**src/rtl/seg7_scan_display.sv**
```systemverilog
// seg7_scan_display: scans a 32-bit value as hex onto an 8-digit common-anode
// 7-segment display. Five status flags drive the decimal points of digits 0..4,
// and the whole display blinks while the found flag is set. The value and the
// flags are copied into shadow registers once per frame, so a digit never shows
// half of an old value and half of a new one.
module seg7_scan_display #(
  parameter int unsigned DIGIT_TICKS   = 100000,
  parameter int unsigned GUARD_TICKS   = 16,
  parameter int unsigned BLINK_FRAMES  = 62,
  parameter bit          BLANK_LEADING = 1'b1
) (
  input  logic        CLK,
  input  logic        CPU_RESETN,
  input  logic [31:0] target,
  input  logic        status_done,
  input  logic        status_found,
  input  logic        status_warming,
  input  logic        status_running,
  input  logic        status_paused,
  output logic [7:0]  SEG,
  output logic [7:0]  DIGIT
);

  localparam int unsigned PW = (DIGIT_TICKS > 1) ? $clog2(DIGIT_TICKS) : 1;
  localparam int unsigned FW = (BLINK_FRAMES > 1) ? $clog2(BLINK_FRAMES) : 1;
  localparam logic [PW-1:0] PRESC_LAST  = PW'(DIGIT_TICKS - 1);
  localparam logic [FW-1:0] FRAME_LAST  = FW'(BLINK_FRAMES - 1);
  localparam logic [PW:0]   GUARD_LIMIT = (PW + 1)'(GUARD_TICKS);

  // Slot timing, frame/blink bookkeeping and the frame-synchronous shadow copy.
  logic [PW-1:0] presc_q, presc_d;
  logic [2:0]    idx_q, idx_d;
  logic [FW-1:0] frame_q, frame_d;
  logic          blinkOn_q, blinkOn_d;
  logic [31:0]   shadowTarget_q, shadowTarget_d;
  logic [4:0]    shadowStatus_q, shadowStatus_d;

  // Registered pins; one cycle behind the slot counters.
  logic [7:0]    seg_q, seg_d;
  logic [7:0]    digit_q, digit_d;

  logic          tick;
  logic          frameWrap;
  logic [3:0]    nibble;
  logic [6:0]    hexCode;
  logic          upperZero;
  logic          blankDigit;
  logic [7:0]    dpMap;
  logic          dpOn;
  logic          guardActive;
  logic          blinkDark;

  assign tick      = (presc_q == PRESC_LAST);
  assign frameWrap = tick && (idx_q == 3'd7);

  // Advance the digit slot, count frames for the blink and latch new shadows only at the frame wrap.
  always_comb begin
    presc_d        = presc_q + 1'b1;
    idx_d          = idx_q;
    frame_d        = frame_q;
    blinkOn_d      = blinkOn_q;
    shadowTarget_d = shadowTarget_q;
    shadowStatus_d = shadowStatus_q;
    if (tick) begin
      presc_d = '0;
      idx_d   = idx_q + 3'd1;
    end
    if (frameWrap) begin
      shadowTarget_d = target;
      shadowStatus_d = {status_paused, status_running, status_warming, status_found, status_done};
      if (frame_q == FRAME_LAST) begin
        frame_d   = '0;
        blinkOn_d = ~blinkOn_q;
      end else begin
        frame_d = frame_q + 1'b1;
      end
    end
  end

  // Pick the shadowed nibble for the current slot and translate it to active-low g..a segments.
  always_comb begin
    nibble = shadowTarget_q[{idx_q, 2'b00} +: 4];
    case (nibble)
      4'h0:    hexCode = 7'h40;
      4'h1:    hexCode = 7'h79;
      4'h2:    hexCode = 7'h24;
      4'h3:    hexCode = 7'h30;
      4'h4:    hexCode = 7'h19;
      4'h5:    hexCode = 7'h12;
      4'h6:    hexCode = 7'h02;
      4'h7:    hexCode = 7'h78;
      4'h8:    hexCode = 7'h00;
      4'h9:    hexCode = 7'h10;
      4'hA:    hexCode = 7'h08;
      4'hB:    hexCode = 7'h03;
      4'hC:    hexCode = 7'h46;
      4'hD:    hexCode = 7'h21;
      4'hE:    hexCode = 7'h06;
      default: hexCode = 7'h0E;
    endcase
  end

  // Build the next pin values: guard gap first, then blink-off, then the normal digit.
  always_comb begin
    upperZero   = ((shadowTarget_q >> {idx_q, 2'b00}) == 32'd0);
    blankDigit  = BLANK_LEADING && (idx_q != 3'd0) && upperZero;
    dpMap       = {3'b000, shadowStatus_q};
    dpOn        = dpMap[idx_q];
    guardActive = ({1'b0, presc_q} < GUARD_LIMIT);
    blinkDark   = shadowStatus_q[1] && !blinkOn_q;
    seg_d       = 8'hFF;
    digit_d     = 8'hFF;
    if (!guardActive && !blinkDark) begin
      seg_d = {~dpOn, (blankDigit ? 7'h7F : hexCode)};
      if (seg_d != 8'hFF) begin
        digit_d = ~(8'b0000_0001 << idx_q);
      end
    end
  end

  // State and pin registers; reset darkens the display immediately and restarts the scan at digit 0.
  always_ff @(posedge CLK or negedge CPU_RESETN) begin
    if (!CPU_RESETN) begin
      presc_q        <= '0;
      idx_q          <= 3'd0;
      frame_q        <= '0;
      blinkOn_q      <= 1'b1;
      shadowTarget_q <= 32'd0;
      shadowStatus_q <= 5'd0;
      seg_q          <= 8'hFF;
      digit_q        <= 8'hFF;
    end else begin
      presc_q        <= presc_d;
      idx_q          <= idx_d;
      frame_q        <= frame_d;
      blinkOn_q      <= blinkOn_d;
      shadowTarget_q <= shadowTarget_d;
      shadowStatus_q <= shadowStatus_d;
      seg_q          <= seg_d;
      digit_q        <= digit_d;
    end
  end

  assign SEG   = seg_q;
  assign DIGIT = digit_q;

endmodule

```
**config.mk**
```make
export PLATFORM = sky130hd
export DESIGN_NAME = seg7_scan_display
export DESIGN_NICKNAME = d
export VERILOG_FILES = /design/src/rtl/seg7_scan_display.sv
export SDC_FILE = /design/constraint.sdc
export NUM_CORES = 1
export LEC_CHECK = 0
export CAP_MARGIN = 15
export CORE_ASPECT_RATIO = 1.75
export CORE_MARGIN = 3
export CORE_UTILIZATION = 52
export CTS_BUF_LIST = sky130_fd_sc_hd__clkbuf_4 sky130_fd_sc_hd__clkbuf_8
export CTS_CLUSTER_SIZE = 28
export DETAILED_ROUTE_END_ITERATION = 12
export GPL_ROUTABILITY_DRIVEN = 0
export PLACE_DENSITY_LB_ADDON = 0.05
export SLEW_MARGIN = 20
export SYNTH_ARGS = -nofsm -noshare
export SYNTH_HDL_FRONTEND = slang
export SYNTH_SLANG_ARGS = --single-unit
```
**constraint.sdc**
```tcl
create_clock -name CLK -period 2.6 [get_ports CLK]
set_input_delay 0.26 -clock CLK [delete_from_list [all_inputs] [get_ports CLK]]
set_output_delay 0.26 -clock CLK [all_outputs]
set_load 0.01 [all_outputs]
```
==> flow_metrics.env <==
export IMPL_drt_wirelength_per_cell_microns=17.72
export IMPL_row_count=42
export IMPL_slew_violations=0
export IMPL_synth_distinct_cells=54
export IMPL_drive_gt1_share_pct=26.82
export IMPL_slew_headroom_pct=34.91
export IMPL_synth_seq_area_share_pct=48.30
export IMPL_synth_avg_cell_area_sq_um=11.97
export IMPL_synth_top_cell_area_share_pct=37.63
export IMPL_ys_async_sr_fraction_pct=100.0
export IMPL_critPathMaxFanout=5
export IMPL_synth_most_common_cell="dfrtp_1"
export IMPL_dp_slack_ns=-0.03024
export IMPL_r2r_slack_ns=0.09
export IMPL_syn_num_nets=404
export IMPL_path_clk_slew_ns=0.08
export IMPL_reg2reg_depth=6
export IMPL_ioPinCount=55
export IMPL_critPathCaptureType="flip-flop"
export IMPL_fmax_ghz=0.3984
export IMPL_p_leak_nw=2.183
export IMPL_worstSetupPathType="reg -> reg"
export IMPL_vias=3027
export IMPL_yosys_top_cells_area="dfrtp_1 (38%), dfstp_2 (11%), mux2_2 (7.3%)"
export IMPL_period_needed_ns=2.510
export IMPL_detail_route_vias_per_cell=5.901
export IMPL_finalCritPeriodShare_pct=96.54
export IMPL_first_pass_iters=4
export IMPL_fin_nets=474
export IMPL_setup_ws_ns=0.09003
export IMPL_dp_hpwl_microns=6695
export IMPL_cp_cell_sequence="nor4_1 -> a211oi_1 -> a2111oi_0 -> nand4_1 -> a211oi_2 -> nand3b_1"
export IMPL_start_util_pct=54.23
export IMPL_finalClockSkew_ns=0.009148
export IMPL_antenna_found_initial=0
export IMPL_antenna_left=0
export IMPL_core_sq_um=7725
export IMPL_grtUsageTotal_pct=20.92
export IMPL_synth_top_area_cell="dfrtp_1"
export IMPL_crit_required_ns=2.91
export IMPL_grt_pass1_vias=3095
export IMPL_slowest_stage="nor4_1"
export IMPL_timing_hold_violations_final=0
export IMPL_clock_sinks=80
export IMPL_grt_overflow=0
export IMPL_synth_ff_type="dfrtp_1"
export IMPL_grt_max_degree=81
export IMPL_drt_wl_total_microns=9090
export IMPL_reg2reg_to="DIGIT[7]$_DFF_PN1_"
export IMPL_io_buffer_count=54
export IMPL_ir_worst_vdd_v=0.0003441
export IMPL_ys_ff_latch=80
export IMPL_hold_path_class="in -> async"
export IMPL_total_power_w=0.002650
export IMPL_numCtsBuffers=9
export IMPL_areaGrowthSynthToFinish_pct=22.91
export IMPL_syn_inst=350
export IMPL_status="completed"
export IMPL_cts_tree="done"
export IMPL_die_y_microns=124.7
export IMPL_clock_path_buffers=2
export IMPL_synth_edf_count=0
export IMPL_cpPeakStageDelay_ns=0.55
export IMPL_cp_arrival_ns=2.82
export IMPL_cts_root_buf="clkbuf_8"
export IMPL_grt_pass1_wl_microns=14740
export IMPL_power_density_nw_per_um2=514.7
export IMPL_htreeDepth=3
export IMPL_finalSetupTns_ns=0
export IMPL_setup_violations=0
export IMPL_placed_cells=494
export IMPL_netlist_area_sq_um=4189
export IMPL_die_w_microns=73.85
export IMPL_antenna_cells=0
export IMPL_drv_cap=0
export IMPL_max_slew_worst_pin_slew_ns=0.9764
export IMPL_r2r_start="shadowTarget_q[29]$_DFFE_PN0P_"
export IMPL_synth_common_cells="dfrtp_1 (63), mux2_2 (27), nand2_1 (27), nor2_1 (24), dfstp_2 (17)"
export IMPL_clock_latency_ns=0.37
export IMPL_dieArea_sq_um=9211
export IMPL_drc=0
export IMPL_drtIter0Drc=212
export IMPL_design_area_sq_um=5149
export IMPL_stdcell_count=513
export IMPL_ys_warn_count=0
export IMPL_rsz0062_at_grt="false"
export IMPL_startpoint_type="flip-flop"
export IMPL_place_area_sq_um=4868
-- stage by stage --
| stage | utilization [%] | hold WS (ns) |
|---|---|---|
| floorplan | - | -0.03559 |
| global placement | 63.02 | 0.4395 |
| detailed placement | 63.02 | 0.4540 |
| CTS | 66.12 | 0.09113 |
| global route | 66.65 | 0.1321 |
| finish | 66.65 | 0.06324 |
-- how the worst max path moves through the flow --
| stage | from | to | slack (ns) | depth (start not counted) |
|---|---|---|---|---|
| finish | shadowTarget_q[29]$_DFFE_PN0P_ | DIGIT[7]$_DFF_PN1_ | 0.09 | 6 |
| global route | idx_q[0]$_DFFE_PN0N_ | DIGIT[3]$_DFF_PN1_ | 0.007 | 9 |
| CTS | idx_q[1]$_DFFE_PN0N_ | DIGIT[2]$_DFF_PN1_ | 0.02 | 7 |
| detailed placement | idx_q[0]$_DFFE_PN0N_ | DIGIT[2]$_DFF_PN1_ | -0.03 | 9 |
| global placement | idx_q[1]$_DFFE_PN0N_ | DIGIT[7]$_DFF_PN1_ | 0.05 | 7 |
| floorplan | idx_q[0]$_DFFE_PN0N_ | DIGIT[7]$_DFF_PN1_ | 0.02 | 11 |
-- routing by layer --
layer,vias up,GRT usage [%],share of wire [%]
met3,20,5.574,4.4
met4,0,8.324,2.4
li1,1411,-,-
met5,-,0,0
met1,1513,22.60,38
met2,83,37.13,55
-- registers in the layout (all words and copies together) (netlist names) --
register,flops
frame_q,6
SEG,8
presc_q,17
idx_q,3
DIGIT,8
shadowTarget_q,32
blinkOn_q,1
shadowStatus_q,5
-- timing repair --
item                       4_1_cts  5_1_grt
hold buffers                     0        0
resized for setup                1        5
cloned                           0        0
setup buffers                    0        3
pin swaps                        0        2
setup endpoints to repair        5       14
-- critical path: cells and delay by family (launching register included) --
family             cells  cell delay (ns)
DFF                    1             0.45
AOI/OAI and AO/OA      3             1.00
and+or+nand+nor        3             1.00
-- power by group --
| part | internal, W | switching [W] |
|---|---|---|
| Sequential | 0.00129 | 0.0000367 |
| Clock | 0.000621 | 0.000463 |
| Combinational | 0.000141 | 0.0000939 |
-- final cells by class --
cell class	instances	area (sq um)
timing repair buffer	73	705.7
fill	641	2576
inverter	10	37.54
multi-input combinational	246	2032
sequential	80	2026
clock buffer	12	165.2
clock inverter	4	72.57
tap	88	110.1
-- layout by cell type, fill, tap and decap left out, types with 12 or more instances in the layout --
cell / netlist / final
clkdlybuf4s50_1: 0 / 53
dfrtp_1: 63 / 61
nand3_1: 12 / 12
dfstp_2: 17 / 17
clkbuf_8: 0 / 12
buf_4: 0 / 18
nand2_1: 27 / 27
nor3_1: 13 / 13
mux2_4: 11 / 12
nor2_1: 24 / 24
ha_1: 15 / 15
mux2_2: 27 / 26
o21ai_0: 12 / 12
-- logic make-up after synthesis --
kind of cell	after synthesis	share of synthesized area (%)
simple gates	115	14.16
mux	53	17.77
compound gates	48	8.543
xor+xnor	15	3.136
fa+ha+maj	15	4.480
flops	80	48.30
buf+inv	24	3.614
No activity file was read; power rests on OpenSTA's default activity.
